### src/rtl/mac_responder_pkg.sv
// ----------------------------------------------------------------------------
// mac_responder_pkg
// Shared definitions for the mac_responder block:
//   state_t        - responder FSM states (IDLE, RUN)
//   DEFAULT_WIDTH  - default operand / accumulator / return width in bits
// ----------------------------------------------------------------------------
package mac_responder_pkg;

  localparam int DEFAULT_WIDTH = 32;

  typedef enum logic {
    IDLE = 1'b0,
    RUN  = 1'b1
  } state_t;

endpackage

### src/rtl/mac_sat_add.sv
// ----------------------------------------------------------------------------
// mac_sat_add
// Combinational WIDTH-bit adder with carry-out and optional saturation.
//
// Build option:
//   MAC_SATURATE_EN  defined   : on carry-out the sum clamps to 2^WIDTH-1
//                    undefined : the sum wraps modulo 2^WIDTH
//
// Ports:
//   i_a, i_b  [WIDTH-1:0]  addends (unsigned)
//   o_sum     [WIDTH-1:0]  sum (wrapped or clamped)
//   o_carry                carry-out of the raw addition
// ----------------------------------------------------------------------------
module mac_sat_add
  import mac_responder_pkg::*;
#(
  parameter int WIDTH = DEFAULT_WIDTH
) (
  input  logic [WIDTH-1:0] i_a,
  input  logic [WIDTH-1:0] i_b,
  output logic [WIDTH-1:0] o_sum,
  output logic             o_carry
);

  // One extra bit holds the carry of the unsigned addition.
  logic [WIDTH:0] w_raw;

  assign w_raw   = {1'b0, i_a} + {1'b0, i_b};
  assign o_carry = w_raw[WIDTH];

`ifdef MAC_SATURATE_EN
  // Once the accumulator reaches all-ones, every further non-zero addend
  // carries again, so the clamp holds for the remaining iterations.
  assign o_sum = w_raw[WIDTH] ? {WIDTH{1'b1}} : w_raw[WIDTH-1:0];
`else
  assign o_sum = w_raw[WIDTH-1:0];
`endif

endmodule

### src/rtl/mac_responder.sv
// ----------------------------------------------------------------------------
// mac_responder
// Responder side of a req/busy/return method handshake. A call computes
// mac_num * mac_y by repeated addition, one addition per clock.
//
// Build option: MAC_SATURATE_EN (see mac_sat_add) selects clamping instead
// of wrapping on accumulator overflow; the overflow flag is set either way.
//
// Ports:
//   clk                     clock, rising-edge active
//   reset                   asynchronous, active-low reset
//   mac_num    [WIDTH-1:0]  iteration count argument (unsigned)
//   mac_y      [WIDTH-1:0]  addend argument (unsigned)
//   mac_req                 call request (level)
//   mac_busy                call in progress (registered)
//   mac_return [WIDTH-1:0]  result of the last completed call (registered)
//   mac_ovf                 last completed call overflowed (registered)
//
// Timing: busy rises on the accepting edge and stays high for mac_num+1
// cycles; results update on the edge busy falls and hold until the next
// completion. A request held high restarts on the following edge.
// ----------------------------------------------------------------------------
module mac_responder
  import mac_responder_pkg::*;
#(
  parameter int WIDTH = DEFAULT_WIDTH
) (
  input  logic             clk,
  input  logic             reset,
  input  logic [WIDTH-1:0] mac_num,
  input  logic [WIDTH-1:0] mac_y,
  input  logic             mac_req,
  output logic             mac_busy,
  output logic [WIDTH-1:0] mac_return,
  output logic             mac_ovf
);

  state_t           r_state;
  state_t           w_state_nxt;
  logic [WIDTH-1:0] r_cnt;
  logic [WIDTH-1:0] r_y;
  logic [WIDTH-1:0] r_acc;
  logic             r_flag;
  logic             r_busy;
  logic [WIDTH-1:0] r_return;
  logic             r_ovf;

  logic             w_accept;
  logic             w_step;
  logic             w_done;
  logic [WIDTH-1:0] w_sum;
  logic             w_carry;

  mac_sat_add #(
    .WIDTH (WIDTH)
  ) u_add (
    .i_a     (r_acc),
    .i_b     (r_y),
    .o_sum   (w_sum),
    .o_carry (w_carry)
  );

  // NOTE: every signal gets a default before the case so no path leaves it
  // unassigned; otherwise synthesis infers a latch to hold the old value.
  always_comb begin
    w_state_nxt = r_state;
    w_accept    = 1'b0;
    w_step      = 1'b0;
    w_done      = 1'b0;
    case (r_state)
      IDLE: begin
        if (mac_req) begin
          w_accept    = 1'b1;
          w_state_nxt = RUN;
        end
      end
      RUN: begin
        // mac_req and the arguments are deliberately not looked at here.
        if (r_cnt == '0) begin
          w_done      = 1'b1;
          w_state_nxt = IDLE;
        end else begin
          w_step = 1'b1;
        end
      end
    endcase
  end

  // NOTE: state uses non-blocking assignments so every register samples the
  // pre-edge values of the others, independent of statement order.
  always_ff @(posedge clk or negedge reset) begin
    if (!reset) begin
      r_state  <= IDLE;
      r_cnt    <= '0;
      r_y      <= '0;
      r_acc    <= '0;
      r_flag   <= 1'b0;
      r_busy   <= 1'b0;
      r_return <= '0;
      r_ovf    <= 1'b0;
    end else begin
      r_state <= w_state_nxt;
      if (w_accept) begin
        r_cnt  <= mac_num;
        r_y    <= mac_y;
        r_acc  <= '0;
        r_flag <= 1'b0;
        r_busy <= 1'b1;
      end
      if (w_step) begin
        r_acc  <= w_sum;
        r_cnt  <= r_cnt - WIDTH'(1);
        r_flag <= r_flag | w_carry;
      end
      if (w_done) begin
        r_return <= r_acc;
        r_ovf    <= r_flag;
        r_busy   <= 1'b0;
      end
    end
  end

  assign mac_busy   = r_busy;
  assign mac_return = r_return;
  assign mac_ovf    = r_ovf;

endmodule

### config.mk
export PLATFORM = sky130hd
export DESIGN_NAME = mac_responder
export DESIGN_NICKNAME = d
export VERILOG_FILES = /design/src/rtl/mac_responder_pkg.sv /design/src/rtl/mac_sat_add.sv /design/src/rtl/mac_responder.sv
export SDC_FILE = /design/constraint.sdc
export NUM_CORES = 1
export LEC_CHECK = 0
export BUFFER_PORTS_ARGS = -buffer_cell sky130_fd_sc_hd__clkbuf_2
export CAP_MARGIN = 0
export CORE_ASPECT_RATIO = 1.1
export CORE_UTILIZATION = 58
export DETAILED_ROUTE_END_ITERATION = 8
export PLACE_DENSITY = 0.87
export SYNTH_ARGS = -nofsm -noshare
export SYNTH_HDL_FRONTEND = slang
export SYNTH_SLANG_ARGS = --single-unit
### constraint.sdc
create_clock -name clk -period 3.3 [get_ports clk]
set_input_delay 0.495 -clock clk [delete_from_list [all_inputs] [get_ports clk]]
set_output_delay 0.495 -clock clk [all_outputs]
set_load 0.05 [all_outputs]
Yosys cells after proc, flatten, opt, wreduce, memory -nomap -nowiden:

Cells that the tools add are included.

* output and inout bits: 34
* input bits: 67
* flip-flop bits (word level): 132
* word-level logic and storage cells: 30

* muxes and demuxes: 15
* bitwise operators: 2
* reductions and logical operators: 3
* $add $sub $neg: 2

Operators with widths (number)
* 2-to-1 mux 32 bit: 4
* adder 32 x 32 -> 33 bit: 1
* logical NOT 32 bit: 1
* subtractor 32 x 1 -> 32 bit, second input constant: 1
* 2-to-1 mux 1 bit: 10
* nonzero test 2 bit: 2
* one-hot mux 1 bit (2 select lines): 1
* inverter 1 bit: 1
* bitwise OR 1 bit: 1

Longest topological paths before layout:

Gate-level depths: netlist of the first run.

* depth after elaboration: 4
* depth in mapped cells: 12
* mapped depth without buffers: 11

Hierarchy:

From an unflattened synthesis of the first run, not the netlist that was laid out.

* cells, all modules: 931
* area, all modules: 7828.8 sq um

By module, submodules not included
* mac_responder: times used 1, area an instance 5926.9 sq um, cells an instance 657, sequential area each 3303.2 sq um
* mac_sat_add: times used 1, area an instance 1901.8 sq um, cells an instance 274, sequential area each 0.0 sq um

Least setup slack after synthesis of the first run:

Ideal clock, no wire load.

* path kind: register to register
* from: reg r_acc[20]
* to: reg r_acc[29]
* arrival time: 2373 ps
* setup slack: 798 ps
* library setup time: 129 ps
* buffers on the path: 1
* required time: 3171 ps
* stages on the path, launching flop included: 11
* clock period less this slack: 2502 ps
* cells stage by stage: dfrtp_1 ha_1 clkbuf_1 nand2_1 o211a_1 or4_1 a21oi_1 nor3_1 o31ai_1 xnor2_1 o21ai_1

* word-level cells in the longest chain between the ends: 2

Ends and longest elaborated chain
* start, declared: line mac_responder.sv:42 `logic [WIDTH-1:0] r_acc;`
* start signal, assigned: line mac_responder.sv:111 `r_acc <= w_sum;`
* adder 32 x 32 -> 33 bit: line mac_sat_add.sv:28 `assign w_raw = {1'b0, i_a} + {1'b0, i_b};`
* 2-to-1 mux 32 bit: line mac_responder.sv:110 `if (w_step) begin`

No other way between the ends.
A chain may end at the register's enable or synchronous reset.

Worst setup path in the final report of the first run:

* from: reg r_cnt[24]
* to: reg r_cnt[11]

* word-level cells in the longest chain between the ends: 4
* elaborated cells on any way between the ends: 5
* classes of those cells: 3 x mux; 2 x reduce/logical

Ends and longest elaborated chain
* start, declared: line mac_responder.sv:40 `logic [WIDTH-1:0] r_cnt;`
* start signal, assigned: line mac_responder.sv:104 `r_cnt <= mac_num;`
* start signal, assigned: line mac_responder.sv:112 `r_cnt <= r_cnt - WIDTH'(1);`
* logical NOT 32 bit *: line mac_responder.sv:79 `if (r_cnt == '0) begin`
* 2-to-1 mux 1 bit *: line mac_responder.sv:79
* 2-to-1 mux 1 bit *: line mac_responder.sv:70 `case (r_state)`
* 2-to-1 mux 32 bit or nonzero test 2 bit (tied branches)

Every way passes the cells marked *; elsewhere a longest branch is shown, timed or not.

==> flow_summary_export.csv, run 1 <==
group,metric,value,unit
clock_tree,clock_latency,0.42,ns
layout,final.fill_count,1015,
sta,report.final.hold_viol_count,0,
sta,grt_setup_unrepaired,"false",
worst_setup_path,path_class,"register to register",
sta,post-route-min-period,3.02,ns
place,gp_congestion,0.917,
synthesis,async_reset_ff_frac,1.00,
drt,wl_met3,1230,um
clock_tree,cts_buffers,17,
floorplan,row_count,43,
clock_tree,cts_hold_buffers,0,
synthesis,syn-cell-area,7430,um^2
floorplan,die_x,110,um
layout,drive_gt1_frac,0.169,
drt,drc,0,
global_route,grt_max_degree,87,
place,dp.cells,1096,
drt,postRouteAntennaNets,0,
sta,relSlewSlack,0.397,
synthesis,ys_seq_area_frac,0.445,
run_status,status,"finished, final reports clean",
pwr,ir_drop,583,uV
synthesis,yosysMostFrequentCell,"nand2_1",
place,port_buffers,100,
sta,min_period_over_period,0.916,
global_route,grt-ovfl-total,0,
drt,topRoutingLayerUsed,"met4",
clock_tree,cts_tree,"yes",
drt,wl_met2,8700,um
drt,vias,6729,
layout,final_cells,1125,
sta,tightestPinTransition,0.902,ns
min_path,hold_class,"primary input to async pin",
clock_tree,clkSlewWorstSetupHoldPaths,0.05,ns
synthesis,synth_area_leaders,"dfrtp_1 (44%), nand2_1 (13%), ha_1 (5.7%), o21ai_0 (4.0%), a21oi_1 (3.4%)",
global_route,grt_antenna_before_repair,0,
worst_setup_path,cp_max_fo,18,
synthesis,yosys_warnings,0,
sta,setup_viol,0,
worst_setup_path,cpMostUsedCell,"o211ai_1",
clock_tree,h-tree-depth,4,
clock_tree,ctsResizeCount,0,
sta,fin_skew,0.0107,ns
layout,n_antenna_cell,0,
synthesis,synth_fp_nets,972,
pwr,switching_power,2510,uW
global_route,grt_pass1_vias,6440,
worst_setup_path,required,3.59,ns
drt,wl_met1,7520,um
layout,ff_latch_area,3300,um^2
worst_setup_path,slowest_stage,"a31oi_2",
global_route,grtUsageTotal,0.291,
drt,drtIter0Drc,516,
clock_tree,clkSinkCount,132,
pwr,switching_share,0.362,
clock_tree,cts_max_path_buffers,2,
synthesis,synth-seq-cells,132,
clock_tree,clock-root-buffer,"clkbuf_16",
drt,viasPerCell,5.98,
worst_setup_path,cp_cell_sequence,"or4_1 > nor4_2 > and2_1 > a31oi_2 > nand2_1 > or3_1 > o211ai_1 > o211ai_1",
worst_setup_path,start_kind,"register",
pwr,power_frac_seq,0.339,
floorplan,initial_core_util,0.593,
pwr,leakage,0.00417,uW
sta,fmax,0.331,GHz
floorplan,ios,101,
pwr,p_int,4420,uW
layout,multi_input_area,3890,um^2
synthesis,synth_top_flop_cell,"dfrtp_1",
global_route,grt_pass1_wl,29900,um
sta,setup_tns,0,ns
synthesis,synthCells,870,
worst_setup_path,end_kind,"register",
sta,final_max_slew_viol_count,0,
synthesis,synth.distinct_cells,72,
synthesis,synth_edf_count,0,
synthesis,ys_top_cells_by_count,"nand2_1 (257), dfrtp_1 (132), o21ai_0 (59)",
place,place_hpwl,12200,um
floorplan,dieArea,13300,um^2
synthesis,avgSynthCellArea,8.54,um^2
drt,firstDrtPassIters,5,
clock_tree,post-cts-setup-buffers,0,
drt,drt_wl_total,17900,um
floorplan,die_h,121,um
synthesis,yosysTopAreaCell,"dfrtp_1",
worst_setup_path,max_stage_delay,0.75,ns
pwr,clock_power_share,0.276,
layout,fin_nets,1060,
floorplan,core,12500,um^2
synthesis,synth_top_area_share,0.445,
pwr,p_per_area,798,nW/um^2
drt,wl_per_cell,15.9,um
pwr,combPwrFrac,0.385,
run,max_cap_violations,0,
worst_setup_path,worstPathArrival,3.31,ns
layout,syn_to_final_growth,16.7,%
==> metal layers <==
| metal | vias up | track usage |
|---|---|---|
| met2 | 257 | 0.467 |
| met5 | - | 0 |
| met1 | 3195 | 0.377 |
| li1 | 3233 | - |
| met4 | 0 | 0.128 |
| met3 | 44 | 0.0620 |
==> flip-flops by register name, summed over array words and instances, names as in the netlist <==
register    count
r_acc          32
r_y            32
mac_busy        1
mac_return     32
r_state         1
r_flag          1
mac_ovf         1
r_cnt          32
==> per-stage QoR <==
stage               setup slack (ns)  power (uW)  utilization  hold slack, ns  cell area, um^2
finish                         0.278        6920        0.692          0.0903             8670
global placement               0.443        4860        0.644           0.449             8070
global route                  0.0332        7390        0.692           0.126             8670
CTS                            0.328        6920        0.692          0.0991             8670
detailed placement             0.335        4940        0.644           0.455             8070
floorplan                      0.798        4330            -           0.199             7430
==> power by group through the flow <==
| stage | Clock (uW) | Sequential, uW | Combinational, uW |
|---|---|---|---|
| 6_report | 1910 | 2350 | 2660 |
| 5_1_grt | 2010 | 2400 | 2980 |
| 4_1_cts | 1930 | 2340 | 2650 |
| 3_5_place_dp | 0 | 2360 | 2580 |
| 3_3_place_gp | 0 | 2340 | 2520 |
| 2_1_floorplan | 0 | 2260 | 2070 |
==> kinds of logic after synthesis <==
logic type / synth area share
AND/OR/NAND/NOR: 0.244
AO/OA/AOI/OAI: 0.179
flip-flops: 0.445
buffers and inverters: 0.0347
adder cells (fa/ha/maj): 0.0600
XOR/XNOR: 0.0365
multiplexers: 0.00135
==> layout by cell type, fill, tap and decap left out, types with 4 or more instances in the layout <==
cell and count:
nor2_1 36, nor2b_1 6, dfrtp_1 132, a211oi_1 11, clkbuf_16 17, o21bai_1 7
or3_1 12, nand2b_1 4, o21ai_0 59, o311ai_0 8, and3_1 5, a21oi_1 50
nor3_1 16, nand3_1 28, ha_1 34, a21o_1 9, nand2_1 256, xor2_1 14
nand4_1 10, inv_1 17, clkbuf_8 8, o21a_1 4, o211ai_1 14, xnor2_1 17
buf_4 10, clkbuf_2 99, o21ai_1 4
==> layout make-up <==
cell class              instances  area share
inverters                      18     0.00779
multi-input cells             678       0.449
clock inverters                 3     0.00750
repair buffers                111      0.0704
clock buffers                  26      0.0622
flip-flops and latches        132       0.381
well taps                     157      0.0226
==> path summary, 6_finish.rpt <==
kind,start,end,slack [ns],cells past startpoint
worst max-delay path,r_cnt[24],r_cnt[11],0.28,8
worst min-delay path,reset,mac_return[14],0.09,1
worst max register to register,r_cnt[24],r_cnt[11],0.28,8
worst min register to register,mac_return[29],mac_return[29],0.46,2
max in group asynchronous,reset,r_cnt[22],2.36,2
min in group clk,mac_y[25],r_y[25],0.27,3
==> worst max-delay path, delay by kind of cell (launching register included) <==
family	cells	cell delay, ns
AO/OA/AOI/OAI	3	1.04
flip-flops	1	0.46
AND/OR/NAND/NOR	5	1.39
Note: power is estimated with default switching activity, not from simulation.
==> run 2: changes to the inputs <==
- CORE_MARGIN: not set -> 3
==> flow_summary_export.csv, run 2 (synthesis gave the netlist of run 1 again) <==
group,metric,value,unit
clock_tree,cts_hold_buffers,0,
clock_tree,clock-root-buffer,"clkbuf_16",
run_status,status,"finished, final reports clean",
sta,fmax,0.338,GHz
worst_setup_path,reg2reg_depth,11,
sta,min_period_over_period,0.895,
pwr,combPwrFrac,0.371,
place,port_buffers,100,
worst_setup_path,rrSetupSlack,0.35,ns
floorplan,dieArea,14200,um^2
sta,report.final.hold_viol_count,0,
floorplan,row_count,42,
pwr,clock_power_share,0.306,
drt,wl_per_cell,16.7,um
worst_setup_path,r2r-end,"r_acc[18]",
sta,fin_skew,0.00778,ns
floorplan,initial_core_util,0.604,
sta,final_max_slew_viol_count,0,
worst_setup_path,end_kind,"register",
layout,final.fill_count,916,
global_route,grt_pass1_wl,31300,um
layout,fin_nets,1060,
layout,n_antenna_cell,0,
clock_tree,cts_max_path_buffers,2,
pwr,p_per_area,830,nW/um^2
place,gp_congestion,0.916,
layout,final_cell_mix,"nand2_1 (256), dfrtp_1 (132), clkbuf_2 (99), o21ai_0 (59), a21oi_1 (50)",
drt,vias,6895,
clock_tree,h-tree-depth,4,
global_route,grt_pass1_vias,6574,
clock_tree,clock_latency,0.43,ns
worst_setup_path,cp_max_fo,3,
clock_tree,clkSlewWorstSetupHoldPaths,0.06,ns
run,max_cap_violations,0,
floorplan,core,12300,um^2
sta,post-route-min-period,2.95,ns
sta,setup_tns,0,ns
pwr,p_int,4670,uW
floorplan,ios,101,
drt,drtIter0Drc,620,
drt,viasPerCell,6.13,
drt,postRouteAntennaNets,0,
pwr,power_frac_seq,0.322,
clock_tree,cts_buffers,17,
min_path,hold_class,"primary input to async pin",
floorplan,die_h,125,um
drt,firstDrtPassIters,5,
layout,drive_gt1_frac,0.173,
global_route,grtUsageTotal,0.270,
sta,grt_setup_unrepaired,"false",
worst_setup_path,start_kind,"register",
drt,drc,0,
sta,tightestPinTransition,0.812,ns
drt,drt_wl_total,18800,um
clock_tree,ctsResizeCount,0,
global_route,grt_antenna_before_repair,0,
pwr,switching_power,2620,uW
layout,final_core_util,0.714,
pwr,ir_drop,502,uV
global_route,grt-ovfl-total,0,
worst_setup_path,required,3.60,ns
layout,layout_commonest_cell,"nand2_1",
global_route,grt_max_degree,63,
floorplan,die_x,114,um
worst_setup_path,r2r_start,"r_acc[0]",
worst_setup_path,path_class,"register to register",
sta,relSlewSlack,0.457,
pwr,leakage,0.00421,uW
place,place_hpwl,12700,um
clock_tree,clkSinkCount,132,
sta,setup_viol,0,
pwr,switching_share,0.360,
clock_tree,cts_tree,"yes",
clock_tree,post-cts-setup-buffers,0,
worst_setup_path,worstPathArrival,3.26,ns
layout,syn_to_final_growth,18.3,%
## run 2: cell count changes in the layout (fill, tap and decap cells not counted), sizes merged
cell | before | now
clkinvlp | 0 | 3
bufinv | 2 | 7
clkinv | 1 | 4
clkbuf | 125 | 117
## run 2: stage by stage
step / setup slack [ns] / instances / total power, uW / hold slack [ns] / instance area (um^2)
final: 0.346 / 1125 / 7290 / 0.0572 / 8790
after global routing: 0.142 / 1125 / 7710 / 0.0983 / 8790
after CTS: 0.385 / 1125 / 7240 / 0.0714 / 8790
after detailed placement: 0.440 / 1093 / 4950 / 0.456 / 8090
after global placement: 0.498 / 1093 / 4850 / 0.449 / 8090
after floorplan: 0.798 / 870 / 4330 / 0.199 / 7430
## run 2: power by group through the flow
stage	combinational, uW	clock [uW]	sequential, uW
after floorplan	2070	0	2260
after global routing	3010	2310	2390
after global placement	2510	0	2340
final	2710	2230	2350
after CTS	2660	2240	2340
after detailed placement	2600	0	2360
## run 2: worst max-delay path by stage
stage | start | end | slack, ns
after global placement | r_acc[0] | r_acc[18] | 0.50
final | r_acc[0] | r_acc[18] | 0.35
after detailed placement | r_acc[0] | r_acc[18] | 0.44
after global routing | r_acc[0] | r_acc[18] | 0.14
after floorplan | r_acc[20] | r_acc[29] | 0.80
after CTS | r_acc[0] | r_acc[18] | 0.39
## run 2: area by class of cell
| class | instances | area (um^2) | area share |
|---|---|---|---|
| clock buffer | 18 | 439 | 0.0500 |
| clock inverter | 14 | 256 | 0.0292 |
| inverter | 18 | 67.6 | 0.00769 |
| multi-input combinational | 678 | 3890 | 0.443 |
| sequential | 132 | 3300 | 0.376 |
| tap | 154 | 193 | 0.0219 |
| timing repair buffer | 111 | 636 | 0.0723 |
## run 2: routing by layer
layer | track usage | routed length (um) | vias to the layer above
li1 | - | - | 3238
met1 | 0.359 | 7830 | 3277
met2 | 0.434 | 9000 | 318
met3 | 0.0544 | 1360 | 62
met4 | 0.104 | 571 | 0
met5 | 0 | 0 | -
## run 2: worst max-delay path, cell delays in order, from the launching register on
cell and delay, ns:
dfrtp_1 0.39, ha_1 0.22, inv_1 0.06, fa_1 0.40, nor2b_1 0.18, o2111ai_1 0.18
a31o_2 0.31, a31oi_1 0.38, o21ai_0 0.23, o21ai_0 0.24, xnor2_1 0.15, o21ai_0 0.09
==> run 3: changes to the inputs <==
- ABC_AREA: not set -> 1
- CORE_UTILIZATION: 58 -> 42
- PLACE_DENSITY: 0.87 -> 0.68
==> flow_summary_export.csv, run 3 <==
group,metric,value,unit
worst_setup_path,cp_cell_sequence,"inv_1 > ha_1 > nand2_1 > nor2_1 > nand2_2 > nor2_4 > nor2_4 > nor2_2 > buf_4 > nor2_1 > o21ai_1 > nand2_1",
sta,setup_viol,0,
worst_setup_path,worstPathBufferInverterCount,2,
drt,vias,7845,
pwr,clock_power_share,0.549,
pwr,ir_drop,337,uV
global_route,grtUsageTotal,0.210,
clock_tree,cts_max_path_buffers,2,
floorplan,core,19500,um^2
synthesis,ys_top_cells_by_count,"nand2_1 (532), inv_1 (187), dfrtp_1 (132)",
drt,drtIter0Drc,478,
run_status,status,"finished, final reports clean",
sta,grt_setup_unrepaired,"false",
pwr,p_int,3000,uW
sta,setup_tns,0,ns
run,max_cap_violations,0,
layout,ff_latch_area,3300,um^2
clock_tree,post-cts-setup-buffers,0,
sta,min_period_over_period,0.729,
synthesis,synth_top_area_share,0.390,
clock_tree,clkSlewWorstSetupHoldPaths,0.06,ns
sta,post-route-min-period,2.41,ns
sta,fin_skew,0.00912,ns
layout,drive_gt1_frac,0.113,
synthesis,synth_area_leaders,"dfrtp_1 (39%), nand2_1 (24%), inv_1 (8.3%), nor2_1 (5.0%), ha_1 (5.0%)",
global_route,grt_pass1_vias,7715,
synthesis,async_reset_ff_frac,1.00,
pwr,switching_power,749,uW
sta,relSlewSlack,0.311,
pwr,p_per_area,382,nW/um^2
clock_tree,h-tree-depth,4,
layout,layout_commonest_cell,"nand2_1",
drt,drt_wl_total,22200,um
layout,fin_nets,1466,
pwr,leakage,0.00560,uW
place,dp.cells,1592,
synthesis,yosysMostFrequentCell,"nand2_1",
global_route,grt_max_degree,107,
drt,viasPerCell,4.83,
worst_setup_path,path_delay_family,"simple AND/OR/NAND/NOR gates",
synthesis,avgSynthCellArea,6.69,um^2
place,place_hpwl,16400,um
global_route,grt_pass1_wl,37300,um
synthesis,synthCells,1268,
clock_tree,clock_latency,0.42,ns
pwr,switching_share,0.200,
synthesis,synth-seq-cells,132,
synthesis,synth_fp_nets,1370,
worst_setup_path,cp_max_fo,16,
worst_setup_path,start_kind,"register",
floorplan,die_h,155,um
sta,report.final.hold_viol_count,0,
layout,final_cells,1623,
layout,final_cell_mix,"nand2_1 (532), inv_1 (187), dfrtp_1 (132), nor2_1 (114), clkbuf_2 (99)",
worst_setup_path,required,3.61,ns
layout,multi_input_area,4300,um^2
clock_tree,clock-root-buffer,"clkbuf_16",
floorplan,dieArea,21900,um^2
floorplan,row_count,53,
pwr,p_total,3750,uW
worst_setup_path,worstPathArrival,2.72,ns
sta,final_max_slew_viol_count,0,
global_route,grt-ovfl-total,0,
worst_setup_path,end_kind,"register",
drt,wl_per_cell,13.7,um
synthesis,syn-cell-area,8480,um^2
synthesis,yosysTopAreaCell,"dfrtp_1",
layout,syn_to_final_growth,15.8,%
pwr,power_frac_seq,0.432,
floorplan,die_x,141,um
floorplan,ios,101,
layout,final.fill_count,2005,
drt,firstDrtPassIters,5,
floorplan,initial_core_util,0.435,
sta,tightestPinTransition,1.03,ns
place,gp_congestion,0.935,
clock_tree,clkSinkCount,132,
worst_setup_path,path_class,"register to register",
sta,fmax,0.415,GHz
drt,drc,0,
worst_setup_path,max_stage_delay,0.53,ns
clock_tree,cts_hold_buffers,0,
place,port_buffers,100,
clock_tree,cts_tree,"yes",
synthesis,synth_top_flop_cell,"dfrtp_1",
worst_setup_path,rrSetupSlack,0.89,ns
synthesis,ys_seq_area_frac,0.390,
drt,postRouteAntennaNets,0,
pwr,combPwrFrac,0.019,
synthesis,yosys_warnings,0,
min_path,hold_class,"primary input to async pin",
worst_setup_path,slowest_stage,"nor2_2",
layout,n_antenna_cell,0,
global_route,grt_antenna_before_repair,0,
synthesis,synth.distinct_cells,32,
clock_tree,cts_buffers,17,
clock_tree,ctsResizeCount,0,
synthesis,synth_edf_count,0,
[run 3: path summary, 6_finish.rpt]
check | start | endpoint | cells after the start
min in group clk | mac_y[29] | r_y[29] | 3
worst min-delay path | reset | r_cnt[3] | 1
max in group asynchronous | reset | r_cnt[31] | 2
worst max-delay path | r_cnt[0] | r_cnt[31] | 12
worst min register to register | mac_return[23] | mac_return[23] | 2
worst max register to register | r_cnt[0] | r_cnt[31] | 12
[run 3: layer usage]
metal	vias up	GRT usage	share of wire
li1	4098	-	-
met1	3539	0.272	0.45
met2	180	0.357	0.49
met3	28	0.0384	0.046
met4	0	0.0686	0.019
met5	-	0	0
[run 3: power by group through the flow]
| stage | clock network [uW] | logic, uW | registers [uW] |
|---|---|---|---|
| after global routing | 2160 | 83.8 | 1620 |
| after global placement | 0 | 75.1 | 1650 |
| after detailed placement | 0 | 75.2 | 1650 |
| after floorplan | 0 | 0.180 | 1650 |
| final | 2060 | 72.4 | 1620 |
| after CTS | 2090 | 75.7 | 1620 |
[run 3: area by class of cell]
type                       count  area share
inverter                     189      0.0722
sequential                   132       0.336
clock inverter                10      0.0183
clock buffer                  21      0.0459
tap                          247      0.0315
timing repair buffer         108      0.0577
multi-input combinational    916       0.438
[run 3: worst register-to-register path, stage by stage (launching register included)]
cell	delay, ns
dfrtp_1	0.35
inv_1	0.12
ha_1	0.16
nand2_1	0.05
nor2_1	0.18
nand2_2	0.12
nor2_4	0.16
nor2_4	0.05
nor2_2	0.53
buf_4	0.35
nor2_1	0.09
o21ai_1	0.08
nand2_1	0.06
[run 3: per-stage QoR]
step / util / worst slack [ns] / hold WS [ns] / instance area, um^2
final: 0.504 / 0.893 / 0.150 / 9820
after global routing: 0.504 / 0.692 / 0.262 / 9820
after CTS: 0.504 / 0.854 / 0.251 / 9820
after detailed placement: 0.471 / 0.906 / 0.470 / 9190
after global placement: 0.471 / 0.942 / 0.465 / 9190
after floorplan: - / 1.52 / 0.199 / 8480
[run 3: cells by family after synthesis]
family | after synthesis | share of synthesized area
and+or+nand+nor | 743 | 0.350
buffers and inverters | 220 | 0.103
DFF | 132 | 0.390
AOI/OAI and AO/OA | 114 | 0.0803
adders and majority gates | 35 | 0.0525
xor gates and xnor gates | 24 | 0.0248
